<file path="src/rtl/ifetch_pq.sv">
// Prefetch-queue instruction fetch: streams sequential words from a 1-cycle RAM into a
// DEPTH-entry FIFO, with redirect, prioritised interrupt/fault vectoring and a loader hold.
module ifetch_pq #(
    parameter int                ADDR_W    = 32,
    parameter int                DEPTH     = 4,
    parameter int                NUM_IRQ   = 9,
    parameter logic [ADDR_W-1:0] RESET_PC  = 32'h0000_0000,
    parameter logic [ADDR_W-1:0] VEC_BASE  = 32'h0000_0100,
    parameter logic [ADDR_W-1:0] FAULT_VEC = 32'h0000_0100
) (
    input  logic                         clk,
    input  logic                         rst,
    output logic                         mem_req,
    output logic [ADDR_W-1:0]            mem_addr,
    input  logic [31:0]                  mem_rdata,
    output logic                         inst_valid,
    input  logic                         inst_ready,
    output logic [31:0]                  inst_data,
    output logic [ADDR_W-1:0]            inst_pc,
    input  logic                         redirect_valid,
    input  logic [ADDR_W-1:0]            redirect_pc,
    input  logic [NUM_IRQ-1:0]           pending_interrupts,
    input  logic                         irq_en,
    input  logic                         is_usage_fault,
    output logic                         irq_ack,
    output logic [$clog2(NUM_IRQ+1)-1:0] irq_id,
    output logic [ADDR_W-1:0]            return_addr,
    input  logic                         program_off
);
    localparam int CW = $clog2(DEPTH + 1);
    localparam int PW = $clog2(DEPTH);
    localparam int IW = $clog2(NUM_IRQ + 1);
    localparam logic [CW:0] OCC_MAX = (CW + 1)'(DEPTH);

    logic [31:0]       fifo_data [DEPTH];
    logic [CW-1:0]     count;
    logic [PW-1:0]     rd_ptr, wr_ptr;
    logic              inflight;
    logic              off_q;
    logic [ADDR_W-1:0] fetch_pc, deliver_pc;

    logic              take_fault, take_redir, take_irq, restart, event_take, flush;
    logic [IW-1:0]     irq_num;
    logic [ADDR_W-1:0] target;
    logic              has_head, deq, deq_fifo, enq;
    logic [CW:0]       occ;
    logic [31:0]       head_data;

    // Lowest set line wins; loop runs high-to-low so the last hit is the lowest index.
    always_comb begin
        irq_num = '0;
        for (int i = NUM_IRQ - 1; i >= 0; i--)
            if (pending_interrupts[i]) irq_num = IW'(i + 1);
    end

    always_comb begin
        take_fault = is_usage_fault;
        take_redir = !is_usage_fault && redirect_valid;
        take_irq   = !is_usage_fault && !redirect_valid && irq_en
                     && (pending_interrupts != '0) && !program_off;
        restart    = off_q && !program_off;
        event_take = take_fault || take_redir || take_irq || restart;
        flush      = event_take || program_off;
        target     = RESET_PC;
        if (take_fault)      target = FAULT_VEC;
        else if (take_redir) target = redirect_pc;
        else if (take_irq)   target = VEC_BASE + (ADDR_W'(irq_num) << 3);
    end

    // With an empty FIFO the returning RAM word is presented directly (fall-through),
    // so the in-flight slot counts as one unit of queue occupancy.
    assign has_head   = (count != '0) || inflight;
    assign inst_valid = has_head && !flush;
    assign head_data  = (count != '0) ? fifo_data[rd_ptr] : mem_rdata;
    assign inst_data  = inst_valid ? head_data : '0;
    assign inst_pc    = deliver_pc;

    assign deq      = inst_valid && inst_ready;
    assign deq_fifo = deq && (count != '0);
    assign enq      = inflight && !flush && !(deq && (count == '0));
    assign occ      = {1'b0, count} + {{CW{1'b0}}, inflight};

    assign mem_req  = rst && !program_off && !event_take
                      && ((occ < OCC_MAX) || ((occ == OCC_MAX) && deq));
    assign mem_addr = fetch_pc;

    // Stage p1: response capture into the queue
    always_ff @(posedge clk) begin
        if (enq) fifo_data[wr_ptr] <= mem_rdata;
    end

    always_ff @(posedge clk or negedge rst) begin
        if (!rst) begin
            count       <= '0;
            rd_ptr      <= '0;
            wr_ptr      <= '0;
            inflight    <= 1'b0;
            off_q       <= 1'b0;
            fetch_pc    <= RESET_PC;
            deliver_pc  <= RESET_PC;
            irq_ack     <= 1'b0;
            irq_id      <= '0;
            return_addr <= '0;
        end else begin
            inflight <= mem_req;
            off_q    <= program_off;
            if (event_take) begin
                fetch_pc   <= target;
                deliver_pc <= target;
            end else begin
                if (mem_req) fetch_pc   <= fetch_pc + ADDR_W'(4);
                if (deq)     deliver_pc <= deliver_pc + ADDR_W'(4);
            end
            if (flush) begin
                count  <= '0;
                rd_ptr <= '0;
                wr_ptr <= '0;
            end else begin
                count <= count + CW'(enq) - CW'(deq_fifo);
                if (deq_fifo) rd_ptr <= rd_ptr + PW'(1);
                if (enq)      wr_ptr <= wr_ptr + PW'(1);
            end
            irq_ack <= take_fault || take_irq;
            if (take_fault || take_irq) begin
                irq_id      <= take_fault ? '0 : irq_num;
                return_addr <= deliver_pc;
            end
        end
    end

    always @(posedge clk) begin
        if (rst) assert (!(enq && !deq_fifo && (count == CW'(DEPTH))));
    end
endmodule

</file>
<file path="config.mk">
export PLATFORM = sky130hd
export DESIGN_NAME = ifetch_pq
export DESIGN_NICKNAME = d
export VERILOG_FILES = /design/src/rtl/ifetch_pq.sv
export SDC_FILE = /design/constraint.sdc
export NUM_CORES = 1
export LEC_CHECK = 0
export CORE_MARGIN = 4
export CORE_UTILIZATION = 47
export DETAILED_ROUTE_END_ITERATION = 7
export HOLD_SLACK_MARGIN = 0.06
export PLACE_DENSITY_LB_ADDON = 0.25
export SLEW_MARGIN = 20
export SYNTH_ARGS = -nofsm -noshare
export SYNTH_HDL_FRONTEND = slang
export SYNTH_SLANG_ARGS = --single-unit
</file>
<file path="constraint.sdc">
create_clock -name clk -period 4 [get_ports clk]
set_input_delay 1.2 -clock clk [delete_from_list [all_inputs] [get_ports clk]]
set_output_delay 1.2 -clock clk [all_outputs]
set_load 0.05 [all_outputs]
</file>
-- Word-level counts from Yosys, hierarchy flattened
Memories as Yosys holds them, arrays and structs flattened.
Cells that the tools add are included.
- add/subtract/negate cells: 8
- order comparisons: 1
- equal/unequal tests: 1
- multiplexer cells: 26
- reduce and logical (&&, ||, !) cells: 36
- operators with widths (cell ; number):
    2-to-1 mux 32 bit ; 8
    adder 32 x 3 -> 32 bit (second input constant) ; 2
    2-to-1 mux 4 bit ; 10
    logical AND 1 bit ; 16
    adder 9 x 7 -> 10 bit (first input constant) ; 1
    2-to-1 mux 10 bit ; 1
    nonzero test 9 bit ; 1
    2-to-1 mux 2 bit ; 4
    nonzero test 2 bit ; 4
    logical OR 1 bit ; 7
    zero test 1 bit ; 6
    adder 2 x 1 -> 2 bit (second input constant) ; 2
    adder 3 x 1 -> 4 bit ; 1
    == test 4 x 3 -> 1 bit (second input constant) ; 1
    < comparator 4 x 3 -> 1 bit (second input constant) ; 1
    adder 3 x 1 -> 3 bit ; 1
    zero test 3 bit ; 1
    2-to-1 mux 3 bit ; 1
    nonzero test 3 bit ; 1
    subtractor 3 x 1 -> 3 bit ; 1
    2-to-1 mux 1 bit ; 2
- register bits: 110
- bits in writable memories: 128
- input port bits: 80
- output and inout bits: 135
- word-level logic and storage cells: 83
- memories kept: 1
- memories (memory ; depth ; bits a word ; read ports ; clocked after Yosys merged registers in ; wr ports ; line ; source):
    fifo_data ; 4 ; 32 ; 1 ; 0 ; 1 ; 35 ; logic [31:0] fifo_data [DEPTH];

-- Longest topological paths before layout
Gate-level depths: netlist of the first run.
- word-level depth: 17
- gate-level depth with buffers: 13
- gate-level depth less buffers: 12

-- Least setup slack after synthesis of the first run
Ideal clock, no wire load.
- path kind: input port to output port
- start point: input pending_interrupts[3]
- end point: output inst_data[22]
- data arrival time: 3.570 ns
- data required time: 2.800 ns
- setup slack: -0.770 ns
- stages: 7
- path buffers: 2
- cell sequence: or4_4 o31ai_4 nand2_2 or2_1 clkbuf_1 buf_2 a21oi_1
- word-level cells in the longest chain between the ends: 9
- ends and longest elaborated chain (element ; line ; source):
    start: declaration ; 22 ; input logic [NUM_IRQ-1:0] pending_interrupts,
    nonzero test 9 bit ; 60 ; && (pending_interrupts != '0) && !program_off;
    logical AND 1 bit (2 in series) ; 60 ;
    logical OR 1 bit (2 in series) ; 62 ; event_take = take_fault || take_redir || take_irq || restart;
    logical OR 1 bit ; 63 ; flush = event_take || program_off;
    zero test 1 bit ; 73 ; assign inst_valid = has_head && !flush;
    logical AND 1 bit ; 73 ;
    2-to-1 mux 32 bit ; 75 ; assign inst_data = inst_valid ? head_data : '0;
    end: declaration ; 18 ; output logic [31:0] inst_data,
No other way between the ends.

-- Worst setup path after layout of the first run
- start point: input pending_interrupts[4]
- end point: output inst_data[6]
The elaborated chain is that of the path after synthesis.

==> results.py, run 1 <==
metrics = {
    "run_status": {
        "status": "finished, violations left",
        "violations": "setup timing",
    },
    "route": {
        "ant_nets": 0,
        "firstDrtPassIters": 5,
        "num_vias": 8755,
        "drt_iter0_drc": 473,
        "via_per_inst": 5.84,
        "wl_mm": 31.0,
        "wl_per_cell_um": 20.7,
        "drc": 0,
    },
    "die": {
        "placeableCoreArea_um2": 23400,
        "ioPinCount": 215,
        "fp.dieW_um": 162,
        "row_count": 56,
        "start_util": 0.476,
        "die_y_um": 162,
        "die-area_um2": 26200,
    },
    "layout": {
        "layout.cells.non_filler": 1498,
        "num_antenna_cells": 0,
        "fin_util": 0.666,
        "area_growth_pct": 39.8,
        "drive_gt1_frac": 0.203,
        "nNetsFinal": 1253,
    },
    "sta": {
        "min_period_ns": 4.29,
        "tightest_slew_ns": 0.968,
        "fmax_mhz": 233,
        "finClkSkew_ns": 0.0170,
        "fin_tns_setup_ns": -8.87,
        "setup_viol": 33,
        "setup_slack_ns": -0.292,
        "post-route-period-util": 1.07,
        "hold_ws_ns": 0.477,
        "rsz0062_at_grt": "yes",
        "relSlewSlack": 0.349,
        "slew_viol_final": 0,
        "hold_violations": 0,
    },
    "global_routing": {
        "grt_max_degree": 56,
        "antenna_found_initial": 0,
        "grt_pass1_wl_mm": 49.0,
        "grt_util_all_layers": 0.233,
        "grt_pass1_vias": 8833,
        "overflow": 0,
    },
    "power_and_ir_drop": {
        "p_leak_nw": 5.86,
        "peakVddDrop_mv": 0.252,
        "power_density_nw_per_um2": 357,
        "total_power_mw": 5.57,
    },
    "worst_setup_path": {
        "crit_type": "in2out",
        "rrSetupSlack_ns": 1.43,
        "rr_startpoint": "count[1]$_DFF_PN0_",
        "crit_start": "pending_interrupts[4]",
        "crit_path_end_kind": "output pin",
        "reg2regPathDepth": 13,
        "crit_arrival_ns": 3.09,
        "path_max_fanout": 8,
        "setup.worst_path.start_class": "input port",
        "required_ns": 2.80,
        "r2r_end": "count[2]$_DFF_PN0_",
        "crit_path_end": "inst_data[6]",
    },
    "synthesis": {
        "synth.top_cells.by_count": "128 x edfxtp_1, 121 x nand2_1, 108 x dfrtp_1",
        "yosysTopAreaCell": "edfxtp_1",
        "yosysWarnings": 0,
        "synth_area_leaders": "edfxtp_1 35%, dfrtp_1 24%, mux4_2 6.5%, nand2_1 4.1%, a21oi_1 2.7%",
        "synth.most_common_cell": "edfxtp_1",
        "synth_ff_type": "edfxtp_1",
        "syn_area_um2": 11100,
        "syn_nets": 1000,
        "ys_seq_area_frac": 0.588,
        "avgSynthCellArea_um2": 12.3,
        "synth-edff-count": 128,
        "synth_cell_types": 70,
        "synth_top_cell_area_share": 0.345,
        "async_flop_share": 0.458,
        "synthesis.instances": 908,
        "ys_seq_elements": 236,
    },
    "cts": {
        "postCtsHoldBufs": 0,
        "cts_tree": "done",
        "cts_made_buffers": 25,
        "cts_sinks": 236,
        "clock_latency_ns": 0.52,
        "clockBufferDepth": 3,
        "clock-root-buffer": "clkbuf_16",
        "clkTransAtPathRegs_ns": 0.06,
        "cts_max_level": 1,
    },
    "run": {
        "maxCapViolCount": 0,
    },
    "place": {
        "portBuffers": 214,
        "gp_congestion": 0.999,
        "place_hpwl_mm": 21.8,
        "placed_cells_incl_taps": 1450,
    },
    "worst_hold_path": {
        "min_from": "irq_id[2]$_DFFE_PN0P_",
        "hold_class": "reg2reg",
    },
}
-- final cells by class --
cell class / instances / area (um2)
fillers: 1769 / 7830
repair buffers: 277 / 3090
multi-input cells: 602 / 4680
clock buffers: 31 / 648
clock inverters: 14 / 138
inverters: 19 / 80.1
well taps: 319 / 399
flip-flops and latches: 236 / 6550
-- sequential cells by signal, indices dropped and copies added (netlist names) --
register / cells
inflight: 1
irq_ack: 1
fifo_data: 128
off_q: 1
return_addr: 32
inst_pc: 31
irq_id: 4
rd_ptr: 2
count: 3
mem_addr: 31
wr_ptr: 2
-- cell usage in the layout, fill, tap and decap left out, types with 28 or more instances in the layout --
master | netlist | final
buf_12 | 0 | 43
a21oi_1 | 60 | 28
mux4_2 | 32 | 32
edfxtp_1 | 128 | 128
nand3_1 | 38 | 38
buf_4 | 4 | 53
clkdlybuf4s50_1 | 0 | 170
nor2_1 | 37 | 37
a21oi_4 | 0 | 32
dfrtp_1 | 108 | 107
nand2_1 | 121 | 121
-- cell families (layout without fill, tap and decap cells) --
logic type	count (synthesis)	after routing	share of synthesized area
multiplexers	62	62	0.0949
flip-flops	236	236	0.588
XOR/XNOR	10	10	0.00786
AND/OR/NAND/NOR	306	306	0.135
adder cells (fa/ha/maj)	12	12	0.0142
AO/OA/AOI/OAI	212	212	0.132
buffers and inverters	70	341	0.0285
-- repair_timing --
item | in CTS | in global routing
pin swaps | 4 | 4
setup buffers | 2 | 1
resized for setup | 26 | 4
hold endpoints to repair | 0 | 0
setup endpoints to repair | 34 | 34
cloned | 1 | 0
-- metal layers --
layer | GRT usage | part of all wire | vias to the layer above
met5 | 0 | 0 | -
li1 | - | - | 3986
met2 | 0.392 | 0.50 | 375
met4 | 0.0500 | 0.017 | 0
met1 | 0.321 | 0.41 | 4353
met3 | 0.0426 | 0.076 | 41
-- worst max-delay path: stages --
cell	delay [ns]
buf_6	0.09
or4_4	0.54
o31ai_4	0.31
nand2_2	0.10
or2_4	0.34
buf_12	0.19
a21oi_4	0.15
buf_12	0.15
-- metrics by stage --
step / setup WS (ns) / cell area (um2)
after CTS: -0.328 / 15600
after detailed placement: -0.593 / 14700
after global routing: -0.342 / 15600
after floorplan: -0.261 / 11500
final: -0.292 / 15600
after global placement: -0.535 / 14700
-- how the worst min path moves through the flow --
stage | slack (ns) | end | depth (start not counted)
6_report | 0.48 | irq_id[2]$_DFFE_PN0P_ | 1
5_1_grt | 0.50 | irq_id[2]$_DFFE_PN0P_ | 1
4_1_cts | 0.48 | irq_id[2]$_DFFE_PN0P_ | 1
3_5_place_dp | 0.47 | irq_id[2]$_DFFE_PN0P_ | 1
3_3_place_gp | 0.46 | return_addr[6]$_DFFE_PN0P_ | 2
2_1_floorplan | 0.54 | wr_ptr[1]$_DFFE_PN0P_ | 2
-- where the power goes --
part / internal [mW] / total, mW / switching [mW] / leakage (nW)
logic: 0.255 / 0.658 / 0.403 / 2.89
registers: 2.62 / 2.68 / 0.0622 / 2.61
clock network: 1.29 / 2.23 / 0.941 / 0.370
total: 4.16 / 5.57 / 1.41 / 5.86
Note: power is estimated with default switching activity, not from simulation.
==> run 2: changes to the inputs <==
--- a/config.mk
+++ b/config.mk
@@ -5,7 +5,6 @@
 export SDC_FILE = /design/constraint.sdc
 export NUM_CORES = 1
 export LEC_CHECK = 0
-export CORE_MARGIN = 4
 export CORE_UTILIZATION = 47
 export DETAILED_ROUTE_END_ITERATION = 7
 export HOLD_SLACK_MARGIN = 0.06
==> run 2 against run 1 <==
The run still ends with setup timing left. Sequential cell count unchanged. First-iteration DRC count up 37%. Non-clock buffer count up 8. Sequential power about the same. Power up 6.6%. Setup slack better by 0.055 ns. Final cell count up 0.33%. Final area up 1.8%. Clock power up 16%.
==> results.py, run 2 (synthesis results as in run 1) <==
metrics = {
    "die": {
        "placeableCoreArea_um2": 22900,
        "start_util": 0.486,
        "die_y_um": 156,
        "ioPinCount": 215,
        "die-area_um2": 24300,
        "row_count": 55,
        "fp.dieW_um": 156,
    },
    "layout": {
        "seq_area_um2": 6550,
        "final_cell_mix": "170 x clkdlybuf4s50_1, 128 x edfxtp_1, 121 x nand2_1",
        "regMostFlops": "fifo_data",
        "largest_reg_flops": 128,
        "area_growth_pct": 42.3,
        "layout.cells.most_common": "clkdlybuf4s50_1",
        "fillers": 1638,
        "drive_gt1_frac": 0.219,
        "nNetsFinal": 1262,
        "multi_input_area_um2": 4700,
        "fin_util": 0.692,
        "largest_registers": "fifo_data x128, return_addr x32",
        "num_antenna_cells": 0,
        "fin_area_um2": 15900,
    },
    "route": {
        "via_per_inst": 5.92,
        "ant_nets": 0,
        "drc": 0,
        "wl_mm": 31.2,
        "drt_iter0_drc": 649,
        "wl_per_cell_um": 20.7,
        "num_vias": 8892,
        "firstDrtPassIters": 5,
    },
    "worst_setup_path": {
        "crit_path_end_kind": "output pin",
        "reg2regPathDepth": 17,
        "crit_type": "in2out",
        "path_max_fanout": 6,
        "crit_arrival_ns": 3.04,
        "required_ns": 2.80,
        "setup.worst_path.start_class": "input port",
        "rrSetupSlack_ns": 1.03,
    },
    "cts": {
        "clkTransAtPathRegs_ns": 0.06,
        "clockBufferDepth": 3,
        "cts_max_level": 1,
        "cts_made_buffers": 26,
        "cts_sinks": 236,
        "clock-root-buffer": "clkbuf_16",
        "cts_tree": "done",
        "clock_latency_ns": 0.54,
    },
    "run_status": {
        "status": "finished, violations left",
        "violations": "setup timing",
    },
    "power_and_ir_drop": {
        "total_power_mw": 5.94,
        "power_density_nw_per_um2": 375,
        "peakVddDrop_mv": 0.318,
        "p_leak_nw": 5.99,
    },
    "place": {
        "place_hpwl_mm": 21.0,
        "gp_congestion": 0.943,
        "dpl_worst_slack_ns": -0.562,
        "portBuffers": 214,
        "dpl_cell_area_um2": 14700,
    },
    "worst_hold_path": {
        "whs_path_depth": 1,
        "hold_class": "reg2reg",
    },
    "sta": {
        "relSlewSlack": 0.346,
        "tightest_slew_ns": 0.978,
        "fmax_mhz": 236,
        "rsz0062_at_grt": "yes",
        "slew_viol_final": 0,
        "hold_violations": 0,
        "setup_slack_ns": -0.237,
        "post-route-period-util": 1.06,
        "finClkSkew_ns": 0.0254,
        "min_period_ns": 4.24,
        "setup_viol": 33,
    },
    "global_routing": {
        "grt_pass1_wl_mm": 48.3,
        "grt_max_degree": 66,
        "antenna_found_initial": 0,
        "overflow": 0,
        "grt_util_all_layers": 0.258,
        "grt_pass1_vias": 8651,
    },
    "run": {
        "maxCapViolCount": 0,
    },
}
-- run 2: changes by cell type in the layout (fill, tap and decap cells not counted), sizes merged --
cell           change
dlygate4sd2        -3
clkbuf             -4
bufinv             +4
clkdlybuf4s15      +2
clkinv             +5
clkinvlp           +1
buf                +8
inv                -2
-- run 2: final cells by class --
type                            instances  area share
Multi-Input combinational cell        602       0.296
Clock inverter                         22      0.0185
Inverter                               19     0.00482
Timing Repair Buffer                  285       0.202
Tap cell                              313      0.0247
Clock buffer                           26      0.0410
Sequential cell                       236       0.413
-- run 2: what timing repair did --
item	in CTS	in global routing
resized for setup	31	13
hold buffers	0	0
setup endpoints to repair	34	35
setup buffers	12	3
gates cloned	2	0
pin swaps	4	5
-- run 2: worst paths after layout --
check	start	end
worst min register to register	return_addr[16]$_DFFE_PN0P_	return_addr[16]$_DFFE_PN0P_
worst max-delay path	pending_interrupts[6]	inst_data[27]
min in group asynchronous	rst	mem_addr[19]$_DFFE_PN0P_
worst max register to register	off_q$_DFF_PN0_	count[1]$_DFF_PN0_
max in group asynchronous	rst	rd_ptr[0]$_DFFE_PN0P_
worst min-delay path	return_addr[16]$_DFFE_PN0P_	return_addr[16]$_DFFE_PN0P_
-- run 2: per-layer routing --
layer	global-route usage	share of wire	vias to the layer above
met3	0.0417	0.079	76
li1	-	-	4020
met2	0.418	0.48	452
met4	0.0957	0.033	0
met5	0	0	-
met1	0.352	0.41	4344
-- run 2: per-stage QoR --
step	hold slack (ns)	setup TNS (ns)	instances
global route	0.498	-8.84	1503
floorplan	0.540	-8.43	908
global placement	0.466	-16.86	1442
finish	0.487	-6.99	1503
CTS	0.494	-9.90	1504
detailed placement	0.480	-17.82	1442
-- run 2: power by group --
group          internal (mW)  total, mW  switching [mW]
clock                   1.59       2.59            1.00
combinational          0.258      0.663           0.405
sequential              2.62       2.68          0.0639
total                   4.46       5.94            1.47
-- run 2: worst max-delay path, cell delays in order --
cell,delay (ns)
buf_6,0.09
or4_4,0.55
o31ai_4,0.22
nand2_2,0.08
or2_4,0.28
buf_12,0.15
buf_12,0.15
a21oi_4,0.14
buf_12,0.15
